===== src/rtl/sys_defs.sv =====
// -----------------------------------------------------------------------------
// sys_defs
//   Shared processor definitions used by the functional units and the data
//   memory arbiter: bus command and access-size encodings, the FU-to-memory
//   packet, the arbiter state encoding and the grant IDs.
// -----------------------------------------------------------------------------
package sys_defs;

    localparam int XLEN = 32;

    typedef enum logic [1:0] {
        BUS_NONE  = 2'h0,
        BUS_LOAD  = 2'h1,
        BUS_STORE = 2'h2
    } BUS_COMMAND;

    typedef enum logic [1:0] {
        BYTE   = 2'h0,
        HALF   = 2'h1,
        WORD   = 2'h2,
        DOUBLE = 2'h3
    } MEM_SIZE;

    typedef struct packed {
        BUS_COMMAND        proc2Dmem_command;
        logic [XLEN-1:0]   proc2Dmem_addr;
        logic [XLEN-1:0]   proc2Dmem_data;
        MEM_SIZE           proc2Dmem_size;
    } FU_MEM_PACKET;

    typedef enum logic [1:0] {
        ARB_IDLE = 2'h0,
        ARB_BUSY = 2'h1,
        ARB_DONE = 2'h2
    } DMEM_ARB_STATE;

    // Grant IDs: bit positions in the rr_arb2 request/grant vectors.
    localparam logic GRANT_LD = 1'b0;
    localparam logic GRANT_ST = 1'b1;

    // What the memory sees whenever no access is in flight.
    localparam FU_MEM_PACKET IDLE_PACKET = '{
        proc2Dmem_command: BUS_NONE,
        proc2Dmem_addr:    '0,
        proc2Dmem_data:    '0,
        proc2Dmem_size:    BYTE
    };

endpackage


===== src/rtl/dmem_arbiter_rr_arb2.sv =====
// -----------------------------------------------------------------------------
// rr_arb2
//   Two-way round-robin selector. A lone request wins outright; when both are
//   present, the one that was not granted last wins.
//
//   req[1:0]    in   request vector (bit 0 = load, bit 1 = store)
//   last_grant  in   ID of the requester granted most recently
//   grant[1:0]  out  one-hot grant, all zero when nothing is requested
// -----------------------------------------------------------------------------
module rr_arb2 (
    input  logic [1:0] req,
    input  logic       last_grant,
    output logic [1:0] grant
);

    // NOTE: the output gets a default before the case so every path assigns
    // it; without that, an uncovered path would infer a latch.
    always_comb begin
        grant = 2'b00;
        case (req)
            2'b01:   grant = 2'b01;
            2'b10:   grant = 2'b10;
            2'b11:   grant = last_grant ? 2'b01 : 2'b10;
            default: grant = 2'b00;
        endcase
    end

endmodule


===== src/rtl/dmem_arbiter.sv =====
// -----------------------------------------------------------------------------
// dmem_arbiter
//   Shares the single data-memory port between the load and store FUs.
//   IDLE picks a winner (round-robin) and latches its packet, BUSY presents
//   that packet until the memory answers, DONE pulses the winner's ack for
//   one cycle. Load data is passed through raw; extension is the load FU's
//   job. A BUSY-cycle watchdog raises a sticky timeout_err.
//
//   clock            in   system clock
//   reset            in   synchronous, active-high reset
//   ld_req           in   load FU request, held until ld_ack
//   ld_packet        in   load command/addr/data/size
//   ld_ack           out  one-cycle load completion pulse
//   ld_data          out  raw load data, held until the next load capture
//   st_req           in   store FU request, held until st_ack
//   st_packet        in   store command/addr/data/size
//   st_ack           out  one-cycle store completion pulse
//   dmem_packet      out  command to data memory (BUS_NONE, zeros when idle)
//   Dmem2proc_data   in   memory read data
//   Dmem2proc_valid  in   memory response strobe, one cycle
//   timeout_err      out  sticky watchdog flag
// -----------------------------------------------------------------------------
module dmem_arbiter
    import sys_defs::*;
#(
    parameter int TIMEOUT = 64
) (
    input  logic            clock,
    input  logic            reset,
    input  logic            ld_req,
    input  FU_MEM_PACKET    ld_packet,
    output logic            ld_ack,
    output logic [XLEN-1:0] ld_data,
    input  logic            st_req,
    input  FU_MEM_PACKET    st_packet,
    output logic            st_ack,
    output FU_MEM_PACKET    dmem_packet,
    input  logic [XLEN-1:0] Dmem2proc_data,
    input  logic            Dmem2proc_valid,
    output logic            timeout_err
);

    localparam int                CNT_W      = $clog2(TIMEOUT + 1);
    localparam logic [CNT_W-1:0]  CNT_MAX    = CNT_W'(TIMEOUT);
    localparam logic [CNT_W-1:0]  CNT_MAX_M1 = CNT_W'(TIMEOUT - 1);

    DMEM_ARB_STATE    state;
    logic [1:0]       rr_grant;
    logic             grant_q;
    logic             last_grant_q;
    FU_MEM_PACKET     pkt_q;
    logic [CNT_W-1:0] busy_cnt;
    logic             err_q;
    logic [XLEN-1:0]  ld_data_q;

    rr_arb2 u_rr_arb2 (
        .req        ({st_req, ld_req}),
        .last_grant (last_grant_q),
        .grant      (rr_grant)
    );

    // NOTE: all state here is updated with non-blocking assignments so every
    // register samples the pre-edge values, independent of statement order.
    always_ff @(posedge clock) begin
        if (reset) begin
            state        <= ARB_IDLE;
            grant_q      <= GRANT_LD;
            last_grant_q <= GRANT_ST;   // load wins the first tie
            pkt_q        <= IDLE_PACKET;
            busy_cnt     <= '0;
            err_q        <= 1'b0;
            ld_data_q    <= '0;
        end else begin
            case (state)
                ARB_IDLE: begin
                    if (rr_grant != 2'b00) begin
                        grant_q      <= rr_grant[1];
                        last_grant_q <= rr_grant[1];
                        pkt_q        <= rr_grant[1] ? st_packet : ld_packet;
                        busy_cnt     <= '0;
                        state        <= ARB_BUSY;
                    end
                end

                ARB_BUSY: begin
                    // Saturating count of BUSY edges; the error flag sets on
                    // the edge that brings the count to TIMEOUT. A timeout
                    // does not abort the access; only a response or reset
                    // leaves BUSY.
                    if (busy_cnt != CNT_MAX) begin
                        busy_cnt <= busy_cnt + 1'b1;
                    end
                    if (busy_cnt == CNT_MAX_M1) begin
                        err_q <= 1'b1;
                    end
                    if (Dmem2proc_valid) begin
                        state <= ARB_DONE;
                        if (grant_q == GRANT_LD) begin
                            ld_data_q <= Dmem2proc_data;
                        end
                    end
                end

                ARB_DONE: begin
                    // The requester drops its req on the ack edge, so no
                    // arbitration is attempted here.
                    state <= ARB_IDLE;
                end

                default: begin
                    state <= ARB_IDLE;
                end
            endcase
        end
    end

    // Acks decode straight from DONE and the single grant ID, so they are
    // mutually exclusive by construction.
    assign ld_ack      = (state == ARB_DONE) && (grant_q == GRANT_LD);
    assign st_ack      = (state == ARB_DONE) && (grant_q == GRANT_ST);
    assign dmem_packet = (state == ARB_BUSY) ? pkt_q : IDLE_PACKET;
    assign ld_data     = ld_data_q;
    assign timeout_err = err_q;

endmodule


===== config.mk =====
export PLATFORM = sky130hd
export DESIGN_NAME = dmem_arbiter
export DESIGN_NICKNAME = d
export VERILOG_FILES = /design/src/rtl/sys_defs.sv /design/src/rtl/dmem_arbiter_rr_arb2.sv /design/src/rtl/dmem_arbiter.sv
export SDC_FILE = /design/constraint.sdc
export NUM_CORES = 1
export LEC_CHECK = 0
export ABC_CLOCK_PERIOD_IN_PS = 2600
export CAP_MARGIN = 20
export CORE_MARGIN = 5
export CORE_UTILIZATION = 40
export CTS_BUF_LIST = sky130_fd_sc_hd__clkbuf_8
export CTS_CLUSTER_DIAMETER = 30
export DETAILED_ROUTE_END_ITERATION = 8
export HOLD_SLACK_MARGIN = 0.1
export PLACE_DENSITY = 0.82
export SLEW_MARGIN = 5
export SYNTH_ARGS = -nofsm -noshare
export SYNTH_HDL_FRONTEND = slang
export SYNTH_SLANG_ARGS = --single-unit

===== constraint.sdc =====
create_clock -name clock -period 2.6 [get_ports clock]
set_clock_uncertainty 0.05 [all_clocks]
set_input_delay 0.78 -clock clock [delete_from_list [all_inputs] [get_ports clock]]
set_output_delay 0.78 -clock clock [all_outputs]
set_load 0.005 [all_outputs]

==> impl_metrics.json <==
{
  "path_cells": "nor2b_4 > buf_4 > buf_12 > buf_12 > and2_1 > dlygate4sd2_1",
  "ys_ff_latch": 112,
  "cp-end-kind": "output pin",
  "clock_power_share_pct": 23.8,
  "syn_nets": 767,
  "insertedDiodeCount": 0,
  "clk_pin_slew_ns": 0.10,
  "crit_arrival_ns": 1.67,
  "finalCritPeriodShare_pct": 96.2,
  "power.internal_w": 0.00286,
  "post-place-ws_ns": 0.0319,
  "peakVddDrop_mv": 0.240,
  "worst_slack_ns": 0.0997,
  "worstHoldStart": "timeout_err",
  "max_freq_mhz": 400,
  "cap_violations": 0,
  "final_common_cell": "clkdlybuf4s50_1",
  "area_growth_pct": 62.7,
  "combinationalPowerShare_pct": 27.5,
  "period_needed_ns": 2.50,
  "hold_depth": 2,
  "final_cell_mix": "205 x clkdlybuf4s50_1, 110 x dfxtp_1, 78 x nor2_1",
  "syn_inst": 592,
  "path_buf_inv": 4,
  "place.port_buffers": 275,
  "via_per_inst": 4.96,
  "slowest_delay_ns": 0.33,
  "cellPowerDensity_mw_per_mm2": 472,
  "hold_violations": 0,
  "clock-root-buffer": "clkbuf_8",
  "gp_congestion": 0.817,
  "rr_endpoint": "busy_cnt[5]",
  "rows": 41,
  "dieArea_sq_mm": 0.0154,
  "crit_required_ns": 1.77,
  "dp_hpwl_mm": 12.5,
  "initial_core_util_pct": 41.1,
  "whs_endpoint": "timeout_err",
  "cts_sinks": 112,
  "outcome": "finished, final reports clean",
  "first_pass_iters": 4,
  "cts.hold.buffers_added": 0,
  "num-fill-cells": 1018,
  "yosysTopAreaCell": "dfxtp_1",
  "ys_seq_area_share_pct": 43.1,
  "synth_area_leaders": "dfxtp_1 43%, mux2i_1 13%, a211oi_1 9.7%, and2_1 8.2%, nor2_1 5.7%",
  "antenna_left": 0,
  "overflow": 0,
  "synth_edf_count": 0,
  "drt_iter0_markers": 179,
  "ff_latch_area_sq_mm": 0.00225,
  "yosysWarnings": 0,
  "crit_path_frequent_cell": "buf_12",
  "multi_input_area_sq_mm": 0.00267,
  "netlist.area_leader.share_pct": 43.1,
  "cts-htree-levels": 3,
  "chipWidth_um": 124,
  "holdCritPathClass": "reg -> reg",
  "slew-limit-headroom_pct": 75.5,
  "cts_made_buffers": 9,
  "path_delay_family": "buffers and inverters",
  "vias": 5121,
  "layout-drive-gt1-share_pct": 6.50,
  "drv_slew": 0,
  "wl_mm": 16.3,
  "fin_nets": 1031,
  "worstSetupPathType": "reg -> out",
  "grt_pass1_wl_mm": 24.4,
  "antenna_found_initial": 0,
  "remaining_drc_errors": 0,
  "path_max_fanout": 19,
  "timing.rr.start": "busy_cnt[0]",
  "ioPinCount": 276,
  "critPathLaunchType": "flop",
  "power_leakage_nw": 3.72,
  "seqPwrFrac_pct": 48.6,
  "grt_pass1_vias": 5179,
  "grt_max_degree": 75,
  "rsz0062_at_grt": "false",
  "syn_area_sq_mm": 0.00520,
  "synth_cell_types": 35,
  "synth_area_per_cell_sq_um": 8.79,
  "clock_latency_ns": 0.36,
  "detail_route.wl_per_cell_um": 15.8,
  "setup_viol": 0,
  "reg2reg_setup_slack_ns": 0.88,
  "reg2regPathDepth": 5,
  "core_area_sq_mm": 0.0127,
  "power.total_w": 0.00399,
  "cts_tree": "yes",
  "tns_ns": 0,
  "swShare_pct": 28.4,
  "tightestPinTransition_ns": 0.367,
  "dieHeight_um": 124,
  "max-clock-path-buffers": 2,
  "cp_slowest_cell": "dfxtp_2",
  "grtUsageTotal_pct": 20.0,
  "p_switching_w": 0.00113,
  "ys.flop_type": "dfxtp_1",
  "synthArstFlopShare_pct": 0
}
==> kinds of logic (layout without fill, tap and decap cells) <==
logic type,after synthesis,in the layout,synth area share [%]
compound gates,117,117,15.1
fa+ha+maj,2,2,0.481
buf+inv,54,323,5.96
flops,112,112,43.1
mux,69,69,13.3
simple gates,238,238,22.1
==> registers in the layout (all words and copies together) (netlist names) <==
register and cells:
pkt_q 68, ld_data 32, busy_cnt 7, state 2, grant_q 1, last_grant_q 1
timeout_err 1
==> per-layer routing <==
layer | GRT usage, % | part of all wire, %
met1 | 21.9 | 39
met4 | 7.05 | 2.0
met3 | 5.13 | 9.5
met5 | 0 | 0
met2 | 37.2 | 50
==> synth_stat cells, types with 2 or more instances <==
master,instances
dfxtp_1,112
nor2_1,79
mux2i_1,69
and2_1,68
nand2_1,68
a211oi_1,67
a21oi_1,40
clkbuf_1,19
buf_2,15
buf_4,15
and3_1,3
inv_1,3
nor2b_1,3
nor3_1,3
o21ai_1,3
buf_12,2
ha_1,2
nand3_1,2
nand3b_1,2
or3_1,2
==> final cells by class <==
class / count / share of cell area, %
Clock buffer: 9 / 1.46
Clock inverter: 7 / 0.680
Multi-Input combinational cell: 426 / 31.5
Inverter: 3 / 0.133
Sequential cell: 112 / 26.6
Tap cell: 172 / 2.54
Timing Repair Buffer: 304 / 37.1
==> worst max path at each step <==
stage	end	cells after the start	slack, ns	startpoint
5_1_grt	dmem_packet[51]	6	0.02	state[0]
4_1_cts	dmem_packet[9]	5	-0.11	state[0]
3_3_place_gp	pkt_q[39]	6	0.15	ld_req
2_1_floorplan	dmem_packet[0]	5	0.69	state[0]
3_5_place_dp	pkt_q[39]	6	0.03	ld_req
6_report	dmem_packet[51]	6	0.1	state[0]
==> worst register-to-register path: cells and delay by family, from the launching register on <==
kind / cells / cell delay, ns
AND/OR/NAND/NOR: 1 / 0.16
AO/OA/AOI/OAI: 2 / 0.75
buffers and inverters: 1 / 0.08
adder cells (fa/ha/maj): 1 / 0.20
flip-flops: 1 / 0.37
==> per-stage QoR <==
| step | hold WS [ns] | instance area [sq um] | util (%) | cells |
|---|---|---|---|---|
| finish | 0.403 | 8460 | 66.8 | 1033 |
| global route | 0.429 | 8460 | 66.8 | 1033 |
| CTS | 0.411 | 8400 | 66.3 | 1031 |
| detailed placement | 0.396 | 8170 | 64.5 | 1009 |
| global placement | 0.387 | 8170 | 64.5 | 1009 |
| floorplan | 0.392 | 5200 | - | 592 |
==> power groups by stage <==
stage	logic [W]	registers, W	clock network [W]
6_report	0.00110	0.00194	0.000951
5_1_grt	0.00120	0.00197	0.00107
4_1_cts	0.00111	0.00194	0.000990
3_5_place_dp	0.00109	0.00198	0
3_3_place_gp	0.00106	0.00197	0
2_1_floorplan	0.000527	0.00196	0
==> what timing repair did <==
item / 4_1_cts / 5_1_grt
gates cloned: 2 / 0
gates resized for setup: 62 / 17
endpoints found under the hold margin: 0 / 0
setup endpoints to repair: 68 / 16
setup buffers: 4 / 2
No activity file was read; power rests on OpenSTA's default activity.
